## src/rtl/conv_pkg.sv

```systemverilog
// Shared types and helpers for the sliding-window generator: FSM states,
// index-width helper, stride normalisation and the window-count formula.
package conv_pkg;

    typedef enum logic [1:0] {
        ST_IDLE  = 2'd0,
        ST_RUN   = 2'd1,
        ST_DRAIN = 2'd2
    } conv_state_e;

    // Bits needed to index n entries (at least one bit).
    function automatic int unsigned idx_width(input int unsigned n);
        return (n <= 1) ? 1 : $clog2(n);
    endfunction

    // A stride of zero behaves as stride one.
    function automatic logic [1:0] norm_stride(input logic [1:0] s);
        return (s == 2'd0) ? 2'd1 : s;
    endfunction

    // Advance a mod-stride phase counter.
    function automatic logic [1:0] phase_inc(input logic [1:0] p, input logic [1:0] s);
        logic [1:0] n;
        n = p + 2'd1;
        return (n >= s) ? 2'd0 : n;
    endfunction

    // Number of windows a w x h frame yields for kernel k and stride s.
    function automatic int unsigned windows_per_frame(input int unsigned w, input int unsigned h,
                                                      input int unsigned k, input int unsigned s);
        int unsigned sn;
        sn = (s == 0) ? 1 : s;
        if (w < k || h < k) return 0;
        return ((w - k) / sn + 1) * ((h - k) / sn + 1);
    endfunction

endpackage

```

## src/rtl/conv_line_buf.sv

```systemverilog
// One line of pixel history: a DEPTH x WIDTH RAM with one write port and one
// read port. The read is registered so it maps onto block RAM.
module conv_line_buf
    import conv_pkg::*;
#(
    parameter int DEPTH = 64,
    parameter int WIDTH = 8,
    parameter int AW    = idx_width(DEPTH)
) (
    input  logic             clk,
    input  logic             we_i,
    input  logic [AW-1:0]    waddr_i,
    input  logic [WIDTH-1:0] wdata_i,
    input  logic [AW-1:0]    raddr_i,
    output logic [WIDTH-1:0] rdata_o
);

    logic [WIDTH-1:0] mem_q [DEPTH];
    logic [WIDTH-1:0] rdata_q;

    // Write port
    always_ff @(posedge clk) begin
        if (we_i) begin
            mem_q[waddr_i] <= wdata_i;
        end
    end

    // Registered read port, read every cycle
    always_ff @(posedge clk) begin
        rdata_q <= mem_q[raddr_i];
    end

    assign rdata_o = rdata_q;

endmodule

```

## src/rtl/conv_window_gen.sv

```systemverilog
// Sliding KSIZE x KSIZE window generator over a raster pixel stream with
// per-frame width/height/stride and valid/ready backpressure on the output.
// Optional macro CONV_WIN_COUNT_EN adds a per-frame accepted-window counter.
//
// The line buffers are read one cycle ahead: the read address is always the
// column the next pixel will land on, so on the accepting edge the previous
// rows of that column are already on the RAM outputs. That edge writes the
// pixel, forwards each buffer's old value to the next buffer, shifts the
// window and (when a window is due) loads win_data, all at once.
module conv_window_gen
    import conv_pkg::*;
#(
    parameter int BIT_DEPTH = 8,
    parameter int KSIZE     = 3,
    parameter int MAX_W     = 64,
    parameter int MAX_H     = 64
) (
    input  logic                             clk,
    input  logic                             rst,
    input  logic                             start,
    input  logic [1:0]                       stride,
    input  logic [$clog2(MAX_W+1)-1:0]       img_w,
    input  logic [$clog2(MAX_H+1)-1:0]       img_h,
    input  logic                             pix_valid,
    input  logic [BIT_DEPTH-1:0]             pix_data,
    output logic                             pix_ready,
    output logic                             win_valid,
    input  logic                             win_ready,
    output logic [KSIZE*KSIZE*BIT_DEPTH-1:0] win_data,
    output logic                             shift_buffer,
    output logic                             busy,
    output logic                             done,
`ifdef CONV_WIN_COUNT_EN
    output logic [$clog2(MAX_W*MAX_H+1)-1:0] win_count,
`endif
    output logic                             err
);

    localparam int WW    = $clog2(MAX_W + 1);
    localparam int HW    = $clog2(MAX_H + 1);
    localparam int AW    = idx_width(MAX_W);
    localparam int NB    = KSIZE - 1;
    localparam int WIN_W = KSIZE * KSIZE * BIT_DEPTH;

    conv_state_e      state_q, state_d;
    logic [1:0]       stride_q;
    logic [WW-1:0]    w_q;
    logic [HW-1:0]    h_q;
    logic [WW-1:0]    col_q, col_d;
    logic [HW-1:0]    row_q, row_d;
    logic [1:0]       cph_q, cph_d;
    logic [1:0]       rph_q, rph_d;
    logic             win_valid_q, win_valid_d;
    logic [WIN_W-1:0] win_q, win_next;
    logic [WIN_W-1:0] win_data_q;
    logic             shift_q, shift_d;
    logic             done_q, done_d;
    logic             err_q, err_d;
    logic             frame_start;
    logic             cfg_bad, pix_hs, emit, last_col, last_row;

    logic [BIT_DEPTH-1:0] col_in [KSIZE];
    logic [BIT_DEPTH-1:0] lb_rd  [NB];

    assign cfg_bad  = (img_w < WW'(KSIZE)) || (img_h < HW'(KSIZE)) ||
                      (img_w > WW'(MAX_W)) || (img_h > HW'(MAX_H));
    assign pix_ready = (state_q == ST_RUN) && (!win_valid_q || win_ready);
    assign pix_hs   = pix_valid && pix_ready;
    assign last_col = (col_q == (w_q - WW'(1)));
    assign last_row = (row_q == (h_q - HW'(1)));
    assign emit     = pix_hs && (col_q >= WW'(KSIZE - 1)) && (row_q >= HW'(KSIZE - 1)) &&
                      (cph_q == 2'd0) && (rph_q == 2'd0);

    // Next-state logic: frame FSM, raster counters and stride phases
    always_comb begin
        state_d     = state_q;
        col_d       = col_q;
        row_d       = row_q;
        cph_d       = cph_q;
        rph_d       = rph_q;
        win_valid_d = win_valid_q;
        shift_d     = 1'b0;
        done_d      = 1'b0;
        err_d       = 1'b0;
        frame_start = 1'b0;

        case (state_q)
            ST_IDLE: begin
                if (start) begin
                    if (cfg_bad) begin
                        err_d  = 1'b1;
                        done_d = 1'b1;
                    end else begin
                        state_d     = ST_RUN;
                        frame_start = 1'b1;
                        col_d       = '0;
                        row_d       = '0;
                        cph_d       = 2'd0;
                        rph_d       = 2'd0;
                    end
                end
            end
            ST_RUN: begin
                if (pix_hs) begin
                    if (last_col) begin
                        col_d   = '0;
                        cph_d   = 2'd0;
                        row_d   = row_q + HW'(1);
                        rph_d   = (row_q == HW'(KSIZE - 2)) ? 2'd0 : phase_inc(rph_q, stride_q);
                        shift_d = 1'b1;
                        if (last_row) begin
                            state_d = ST_DRAIN;
                        end
                    end else begin
                        col_d = col_q + WW'(1);
                        cph_d = (col_q == WW'(KSIZE - 2)) ? 2'd0 : phase_inc(cph_q, stride_q);
                    end
                end
            end
            ST_DRAIN: begin
                if (!win_valid_q || win_ready) begin
                    state_d = ST_IDLE;
                    done_d  = 1'b1;
                end
            end
            default: state_d = ST_IDLE;
        endcase

        // A new window wins over a handshake of the old one on the same edge
        if (emit) begin
            win_valid_d = 1'b1;
        end else if (win_ready) begin
            win_valid_d = 1'b0;
        end
    end

    // Control registers, frame config latch and counters
    always_ff @(posedge clk) begin
        if (rst) begin
            state_q     <= ST_IDLE;
            stride_q    <= 2'd0;
            w_q         <= '0;
            h_q         <= '0;
            col_q       <= '0;
            row_q       <= '0;
            cph_q       <= 2'd0;
            rph_q       <= 2'd0;
            win_valid_q <= 1'b0;
            shift_q     <= 1'b0;
            done_q      <= 1'b0;
            err_q       <= 1'b0;
        end else begin
            state_q     <= state_d;
            col_q       <= col_d;
            row_q       <= row_d;
            cph_q       <= cph_d;
            rph_q       <= rph_d;
            win_valid_q <= win_valid_d;
            shift_q     <= shift_d;
            done_q      <= done_d;
            err_q       <= err_d;
            if (frame_start) begin
                stride_q <= norm_stride(stride);
                w_q      <= img_w;
                h_q      <= img_h;
            end
        end
    end

    // Line-buffer chain: buffer 0 takes the pixel, buffer i+1 takes buffer i's old value
    genvar gi, gj;
    assign col_in[KSIZE-1] = pix_data;
    for (gi = 0; gi < NB; gi++) begin : g_lb
        logic [BIT_DEPTH-1:0] wdata;
        if (gi == 0) begin : g_first
            assign wdata = pix_data;
        end else begin : g_chain
            assign wdata = lb_rd[gi-1];
        end
        conv_line_buf #(
            .DEPTH (MAX_W),
            .WIDTH (BIT_DEPTH),
            .AW    (AW)
        ) u_lb (
            .clk     (clk),
            .we_i    (pix_hs),
            .waddr_i (col_q[AW-1:0]),
            .wdata_i (wdata),
            .raddr_i (col_d[AW-1:0]),
            .rdata_o (lb_rd[gi])
        );
        // Oldest row sits at the top of the window
        assign col_in[NB-1-gi] = lb_rd[gi];
    end

    // Shifted window: each column moves left, the incoming column enters on the right
    for (gi = 0; gi < KSIZE; gi++) begin : g_row
        for (gj = 0; gj < KSIZE; gj++) begin : g_col
            if (gj < KSIZE - 1) begin : g_shift
                assign win_next[(gi*KSIZE+gj)*BIT_DEPTH +: BIT_DEPTH] =
                    win_q[(gi*KSIZE+gj+1)*BIT_DEPTH +: BIT_DEPTH];
            end else begin : g_load
                assign win_next[(gi*KSIZE+gj)*BIT_DEPTH +: BIT_DEPTH] = col_in[gi];
            end
        end
    end

    // Window shift register advances once per accepted pixel; output window loads on emit
    always_ff @(posedge clk) begin
        if (rst) begin
            win_q      <= '0;
            win_data_q <= '0;
        end else begin
            if (pix_hs) begin
                win_q <= win_next;
            end
            if (emit) begin
                win_data_q <= win_next;
            end
        end
    end

`ifdef CONV_WIN_COUNT_EN
    localparam int CNT_W = $clog2(MAX_W * MAX_H + 1);
    logic [CNT_W-1:0] win_count_q;

    // Accepted windows in the current frame; cleared when a frame starts
    always_ff @(posedge clk) begin
        if (rst) begin
            win_count_q <= '0;
        end else if (frame_start) begin
            win_count_q <= '0;
        end else if (win_valid_q && win_ready) begin
            win_count_q <= win_count_q + CNT_W'(1);
        end
    end

    assign win_count = win_count_q;
`endif

    assign win_valid    = win_valid_q;
    assign win_data     = win_data_q;
    assign shift_buffer = shift_q;
    assign busy         = (state_q != ST_IDLE);
    assign done         = done_q;
    assign err          = err_q;

endmodule

```

## config.mk

```make
export PLATFORM = sky130hd
export DESIGN_NAME = conv_window_gen
export DESIGN_NICKNAME = d
export VERILOG_FILES = /design/src/rtl/conv_pkg.sv /design/src/rtl/conv_line_buf.sv /design/src/rtl/conv_window_gen.sv
export SDC_FILE = /design/constraint.sdc
export NUM_CORES = 2
export LEC_CHECK = 0
export CELL_PAD_IN_SITES_DETAIL_PLACEMENT = 1
export CELL_PAD_IN_SITES_GLOBAL_PLACEMENT = 1
export CORE_UTILIZATION = 51
export DETAILED_ROUTE_END_ITERATION = 10
export PLACE_DENSITY_LB_ADDON = 0.3
export SYNTH_ARGS = -nofsm -noshare
export SYNTH_HDL_FRONTEND = slang
export SYNTH_SLANG_ARGS = --single-unit
```

## constraint.sdc

```tcl
create_clock -name clk -period 4.1 [get_ports clk]
set_clock_uncertainty 0.15 [all_clocks]
set_input_delay 1.025 -clock clk [delete_from_list [all_inputs] [get_ports clk]]
set_output_delay 1.025 -clock clk [all_outputs]
set_load 0.02 [all_outputs]
```

; ---- Word-level counts from Yosys, hierarchy flattened
; Memory sizes are Yosys's and may differ from the RTL's. A register that Yosys moved wholly into a read port is not among the register bits.
; Index checks and enable logic that the tools add are counted.
[totals]
inputBits = 29
ramBits = 1024
latchBits = 0
mem_count = 2
rom_bits = 0
ff_bits = 184
[memory_table]
columns = name, words, word_bits, rd, rd_clocked_by_memory_dff, write_ports, line
row1 = g_lb[0].u_lb.mem_q, 64, 8, 1, 1, 1, conv_line_buf.sv:18  ; logic [WIDTH-1:0] mem_q [DEPTH];
row2 = g_lb[1].u_lb.mem_q, 64, 8, 1, 1, 1, conv_line_buf.sv:18
[op_classes]
n_div = 0
n_reduce_logical = 23
magnitude_cmp = 8
n_shift = 0
eq_ne = 12
addsub = 6
bitwise = 3
muxes = 42
mul = 0
[ops]
columns = operator, n
row1 = $mux 7, 8
row2 = $mux 2, 17
row3 = $pmux 7 s2, 2
row4 = $add 7x1->7 const B, 2
row5 = $eq 7x1->1 const B, 2
row6 = $eq 7x7->1, 2
row7 = $ge 7x2->1 const B, 2
row8 = $gt 7x7->1 const B, 2
row9 = $lt 7x2->1 const B, 2
row10 = $sub 7x1->7 const B, 2
row11 = $ne 2x2->1 const B, 6
row12 = $mux 1, 11
row13 = $logic_not 2->1, 4
row14 = $pmux 2 s2, 2
row15 = $logic_and 1x1->1, 6
row16 = $pmux 2 s3, 1
row17 = $reduce_and 6->1, 1
row18 = $reduce_bool 2->1, 3
row19 = $reduce_and 5->1, 1
row20 = $add 2x1->2 const B, 2
row21 = $ge 2x2->1, 2
row22 = $logic_or 1x1->1, 4
row23 = $reduce_and 4->1, 1
row24 = $not 1->1, 3
row25 = 6 further kinds, 6

; ---- Logic depth before layout (Yosys ltp)
[logic_depth]
depth_word = 9
mapped_depth = 17
depth_no_buf = 12

; ---- Modules after synthesis
; A second synthesis with hierarchy kept.
[hier_totals]
cells_unflattened = 2728
hier_area_um2 = 46958.8
[by_module_without_submodules]
columns = module, n_inst, cells_each, seq_area_each_um2, area_per_inst_um2
row1 = conv_line_buf, 2, 940, 15534.9, 20166.8
row2 = conv_window_gen, 1, 848, 3203.1, 6625.1

; ---- Least setup slack after synthesis
; OpenSTA, ideal clock, no wires.
[synth_path]
path_type = in2reg
start = input port img_h[2]
end = register g_lb[0].u_lb.rdata_q[5] (read register of g_lb[0].u_lb.mem_q)
path_buffers = 4
arrival_ns = 3.563
path_slack_ns = 0.260
t_required_ns = 3.823
setup_time_ns = 0.127
path_stages = 14
cell_sequence = nor4_1 > and3_1 > o221a_1 > buf_2 > nor3_4 > nor2_2 > buf_4 > buf_2 > buf_2 > mux2i_1 > a22oi_1 > a2bb2oi_1 > a21oi_1 > or3b_1
[synth_between]
elab_chain_cells = 7
word_cells_on_any_way = 8
cone_classes = order compare (2) / mux (3) / reduce/logical (3)
[synth_lines]
columns = item, line
row1 = start: declaration, conv_window_gen.sv:23  ; input logic [$clog2(MAX_H+1)-1:0] img_h,
row2 = $lt 7x2->1, conv_window_gen.sv:65  ; assign cfg_bad = (img_w < WW'(KSIZE)) || (img_h < HW'(KSIZE)) ||
row3 = $logic_or 1x1->1 (2 in series), conv_window_gen.sv:65
row4 = $logic_or 1x1->1 *, conv_window_gen.sv:66  ; (img_w > WW'(MAX_W)) || (img_h > HW'(MAX_H));
row5 = $mux 7 *, conv_window_gen.sv:90  ; if (cfg_bad) begin
row6 = $mux 7 *, conv_window_gen.sv:89  ; if (start) begin
row7 = $pmux 7 s2 *, conv_window_gen.sv:87  ; case (state_q)
row8 = end: declaration, conv_line_buf.sv:19  ; logic [WIDTH-1:0] rdata_q;
; Every way passes the cells marked *; elsewhere a longest branch is shown, timed or not. The select of a mux whose other input is x is not followed.
; A chain may end at the register's enable or synchronous reset.

; ---- Worst setup path in the final report
[layout_path]
start = input port win_ready
end = register g_lb[0].u_lb.rdata_q[0] (read register of g_lb[0].u_lb.mem_q)
[layout_between]
elab_chain_cells = 5
[layout_lines]
columns = item, line
row1 = start: declaration, conv_window_gen.sv:28  ; input logic win_ready,
row2 = $logic_or 1x1->1, conv_window_gen.sv:67  ; assign pix_ready = (state_q == ST_RUN) && (!win_valid_q || win_ready);
row3 = $logic_and 1x1->1, conv_window_gen.sv:67
row4 = $logic_and 1x1->1, conv_window_gen.sv:68  ; assign pix_hs = pix_valid && pix_ready;
row5 = $mux 7, conv_window_gen.sv:104  ; if (pix_hs) begin
row6 = $pmux 7 s2, conv_window_gen.sv:87
; No other way between the ends. The select of a mux whose other input is x is not followed.

==> reports/results.env <==
WIRE_LENGTH_OF_THE_FIRST_GLOBAL_ROUTING_PASS_UM=229000
PORT-BUFFER-COUNT=106
POWER.LEAKAGE_nW=20.5
VIOLATIONS='negative setup slack'
MAX_SLEW_MARGIN_PCT=17.7
FINALCRITPERIODSHARE_PCT=102
SYNTH-ASYNC-RESET-RATIO_PCT=0
SYNTH-MAIN-FF-CELL='sky130_fd_sc_hd__edfxtp_1'
CHIPWIDTH_UM=307
REG2REG_FROM='w_q[1]$_SDFFE_PP0P_'
DRT_ITER0_DRC=4123
ROOT_BUFFER='sky130_fd_sc_hd__clkbuf_16'
RR_ENDPOINT='g_lb[0].u_lb.rdata_o[0]$_DFF_P_'
SWITCHINGPOWER_mW=5.60
SYNTH_AREA_LEADER_CELL='sky130_fd_sc_hd__edfxtp_1'
TIMING.MAX_CAP.VIOLATIONS=0
FINALNETCOUNT=4134
FIN_CRIT_NS=4.19
DR_TOTAL_VIAS=34000
SEQ_POWER_SHARE_PCT=53.1
DESIGN.DIE.AREA_UM2=94500
CLOCK_LATENCY_NS=0.72
CP_DATA_REQUIRED_TIME_NS=4.54
POSTSYNTHNETCOUNT=3718
YOSYS_REGISTER_BITS=1200
START_UTIL_PCT=51.7
VIAS_IN_THE_FIRST_GLOBAL_ROUTE=35200
AREAGROWTHSYNTHTOFINISH_PCT=21.0
WORSTREGTOREGCELLS=15
NUMCTSBUFFERS=121
NUMPLACEDINSTANCES=5159
CTS.CLK_SLEW.WORST_PATHS_NS=0.06
RUN_STATUS='complete, but fails checks'
MAX_FREQ_MHz=239
DETAIL-ROUTE-ANTENNA-NETS=0
DPL.HPWL_UM=99200
WORST_SETUP_PATH_START_KIND='input pin'
CRIT_ARRIVAL_NS=4.63
FLOORPLAN.DIE.HEIGHT_UM=307
R2R_SLACK_NS=-0.01
SYNTH_EDF_COUNT=1024
CRIT_FANOUT=19
POWER_DENSITY_nW_PER_UM2=438
FINAL_MAX_SLEW_VIOL_COUNT=0
VIASPERCELL=6.26
WORST_SETUP_PATH_STARTPOINT='win_ready'
SYNTH.YOSYS.WARNINGS=0
SYNTH_COMMONEST_CELLS='sky130_fd_sc_hd__edfxtp_1, sky130_fd_sc_hd__nand2_1, sky130_fd_sc_hd__a21oi_1'
HTREE_LEVELS=3
FIN_WS_NS=-0.0861
ANT_DIODES=0
DRT_WL_TOTAL_UM=160000
PLACEABLECOREAREA_UM2=92100
FINAL_REPLACE_WEIGHTED_CONGESTION=0.897
FLOORPLAN.ROWS=111
SW_FRAC_OF_TOTAL_PCT=22.2
POWER.INTERNAL_mW=19.6
HOLDCRITPATHCLASS='reg2reg'
GRT_ANTENNA_BEFORE_REPAIR=3
SYN-CELL-AREA_UM2=47600
AVGSYNTHCELLAREA_UM2=12.9
DRC=0
FINAL.FILL_COUNT=8790
TOTAL_ROUTING_USAGE_GR_PCT=33.0
TRITONCTS='yes'
SHARE_CLK_OF_TOTAL_POWER_PCT=42.2
INSTANCES_NO_FILL=5440
OVERFLOW=0
DRT_PRE_ANTENNA_ITERS=5
WORST_SETUP_PATH_ENDPOINT='g_lb[0].u_lb.rdata_o[0]$_DFF_P_'
NETLIST.AREA_LEADER.SHARE_PCT=64.6
CRITPATHCAPTURETYPE='flip-flop'
WL_PER_CELL_UM=29.4
POWER.SHARE.COMBINATIONAL_PCT=4.6
YOSYS.CELL_COUNT.TOP_TYPE='sky130_fd_sc_hd__edfxtp_1'
TRANSITION_AT_THE_PIN_WITH_THE_SMALLEST_MAX_TRANSITION_SLACK_NS=1.23
CLK_PATH_BUF_DEPTH=3
YOSYS-TOP-CELLS-AREA='sky130_fd_sc_hd__edfxtp_1, sky130_fd_sc_hd__dfxtp_1, sky130_fd_sc_hd__nand2_1'
PLACE_WORST_SETUP_SLACK_NS=-0.886
DRIVE_GT1_SHARE_PCT=16.4
HOLD_VIOL_FINAL=0
SETUP_VIOL=1
VDD_IR_DROP_MAX_mV=0.374
SYNTH_CELL_TYPES=70
TIMING.SETUP.CRITICAL_PATH_CLASS='in2reg'
MAXIMUM_NUMBER_OF_PINS_ON_ONE_NET_BEFORE_GLOBAL_ROUTE_REPAIR=119
SYN_INST=3675
SEQUENTIAL_TO_TOTAL_AREA_SHARE_FROM_YOSYS_STAT_PCT=72.0
TRITONCTS_NUM_SINKS=1200
CTS_HOLD_BUF=0
IOPINCOUNT=107
[sequential cells by signal, summed over array words and instances (netlist names)]
signal             flops
rph_q                  2
row_q                  7
g_lb.u_lb.mem_q     1024
cph_q                  2
shift_buffer           1
done                   1
w_q                    7
win_valid              1
win_data              72
col_q                  7
err                    1
g_lb.u_lb.rdata_o     16
state_q                2
h_q                    7
stride_q               2
win_q                 48
[layer usage]
layer	up-vias	track usage, %	routed length [µm]
met5	-	0	55
met4	4	15.8	7670
met3	417	6.61	13700
met2	1732	54.8	78100
met1	17400	41.5	60200
li1	14500	-	-
[cells in the final DEF, fill, tap and decap left out, types with 15 or more instances in the layout]
cell type,synthesis,layout
sky130_fd_sc_hd__a211oi_1,65,64
sky130_fd_sc_hd__a32oi_1,52,52
sky130_fd_sc_hd__o22ai_1,21,18
sky130_fd_sc_hd__nand4_1,45,45
sky130_fd_sc_hd__mux2i_1,138,137
sky130_fd_sc_hd__nand3b_1,20,20
sky130_fd_sc_hd__o21ai_0,67,65
sky130_fd_sc_hd__buf_4,1,363
sky130_fd_sc_hd__a21oi_1,257,254
sky130_fd_sc_hd__o21bai_1,31,28
sky130_fd_sc_hd__buf_12,0,71
sky130_fd_sc_hd__clkinv_1,0,32
sky130_fd_sc_hd__inv_1,16,16
sky130_fd_sc_hd__a22oi_1,19,19
sky130_fd_sc_hd__nand3_1,245,243
sky130_fd_sc_hd__a31oi_1,21,20
sky130_fd_sc_hd__clkbuf_16,0,130
sky130_fd_sc_hd__clkdlybuf4s50_1,0,91
sky130_fd_sc_hd__edfxtp_1,1024,1024
sky130_fd_sc_hd__nand2_1,823,820
sky130_fd_sc_hd__clkbuf_1,169,38
sky130_fd_sc_hd__a311oi_1,30,29
sky130_fd_sc_hd__or3b_1,15,15
sky130_fd_sc_hd__nand4b_1,15,15
sky130_fd_sc_hd__nor2_1,105,103
sky130_fd_sc_hd__and3_1,54,51
sky130_fd_sc_hd__dfxtp_1,176,165
[cells by family after synthesis]
| group | count (synthesis) | synth area share (%) |
|---|---|---|
| buffers and inverters | 275 | 2.32 |
| DFF | 1200 | 72.0 |
| xor gates and xnor gates | 23 | 0.423 |
| muxes | 155 | 3.31 |
| and+or+nand+nor | 1370 | 12.8 |
| adders and majority gates | 14 | 0.368 |
| AOI/OAI and AO/OA | 638 | 8.77 |
[critical path, stage by stage]
cell and delay, ns:
sky130_fd_sc_hd__clkdlybuf4s50_1 0.42, sky130_fd_sc_hd__nor2b_1 0.21, sky130_fd_sc_hd__nor2_1 0.10, sky130_fd_sc_hd__nand2_2 0.18, sky130_fd_sc_hd__buf_4 0.18, sky130_fd_sc_hd__nor3_1 0.06
sky130_fd_sc_hd__o21ai_0 0.29, sky130_fd_sc_hd__buf_4 0.17, sky130_fd_sc_hd__nand2_1 0.23, sky130_fd_sc_hd__buf_4 0.33, sky130_fd_sc_hd__nand4_1 0.23, sky130_fd_sc_hd__nand4_1 0.47
sky130_fd_sc_hd__buf_4 0.31, sky130_fd_sc_hd__or3b_1 0.38
[metrics by stage]
| step | TNS [ns] | power [mW] | cell area, µm² | hold slack (ns) | util [%] |
|---|---|---|---|---|---|
| floorplan | 0 | 14.1 | 47600 | 0.282 | - |
| global placement | -11.24 | 14.7 | 53100 | 0.289 | 57.7 |
| detailed placement | -12.17 | 14.7 | 53100 | 0.296 | 57.7 |
| CTS | -0.0108 | 25.2 | 56900 | 0.303 | 61.8 |
| global route | -0.107 | 25.8 | 57600 | 0.324 | 62.5 |
| finish | -0.0861 | 25.2 | 57600 | 0.295 | 62.5 |
[worst min path at each step]
stage / start / end / slack [ns] / cells past startpoint
floorplan: g_lb[1].u_lb.rdata_o[0]$_DFF_P_ / win_q[16]$_SDFFE_PP0P_ / 0.28 / 2
CTS: win_q[14]$_SDFFE_PP0P_ / win_data[6]$_SDFFE_PP0P_ / 0.30 / 2
finish: win_q[14]$_SDFFE_PP0P_ / win_data[6]$_SDFFE_PP0P_ / 0.30 / 2
global placement: win_q[10]$_SDFFE_PP0P_ / win_data[2]$_SDFFE_PP0P_ / 0.29 / 2
global route: win_data[45]$_SDFFE_PP0P_ / win_data[45]$_SDFFE_PP0P_ / 0.32 / 2
detailed placement: win_data[66]$_SDFFE_PP0P_ / win_data[66]$_SDFFE_PP0P_ / 0.30 / 2
[layout make-up]
class | count | area, µm² | area share (%)
sequential | 1200 | 34300 | 59.5
timing repair buffer | 552 | 5450 | 9.46
inverter | 16 | 60.1 | 0.104
clock buffer | 163 | 3260 | 5.66
multi-input combinational | 2200 | 12500 | 21.7
tap | 1243 | 1560 | 2.70
clock inverter | 66 | 494 | 0.858
[power groups by stage]
stage	Combinational, mW	Clock (mW)	Sequential, mW
after global routing	1.22	11.2	13.4
after detailed placement	1.08	0	13.7
after floorplan	0.489	0	13.6
after global placement	1.04	0	13.7
after CTS	1.10	10.7	13.4
final	1.17	10.7	13.4
[repair_timing]
item,CTS,global route
pin swaps,1,21
resized for setup,13,43
setup buffers,0,46
setup endpoints to repair,15,16
cloned,0,6
No activity file was read; power rests on OpenSTA's default activity.
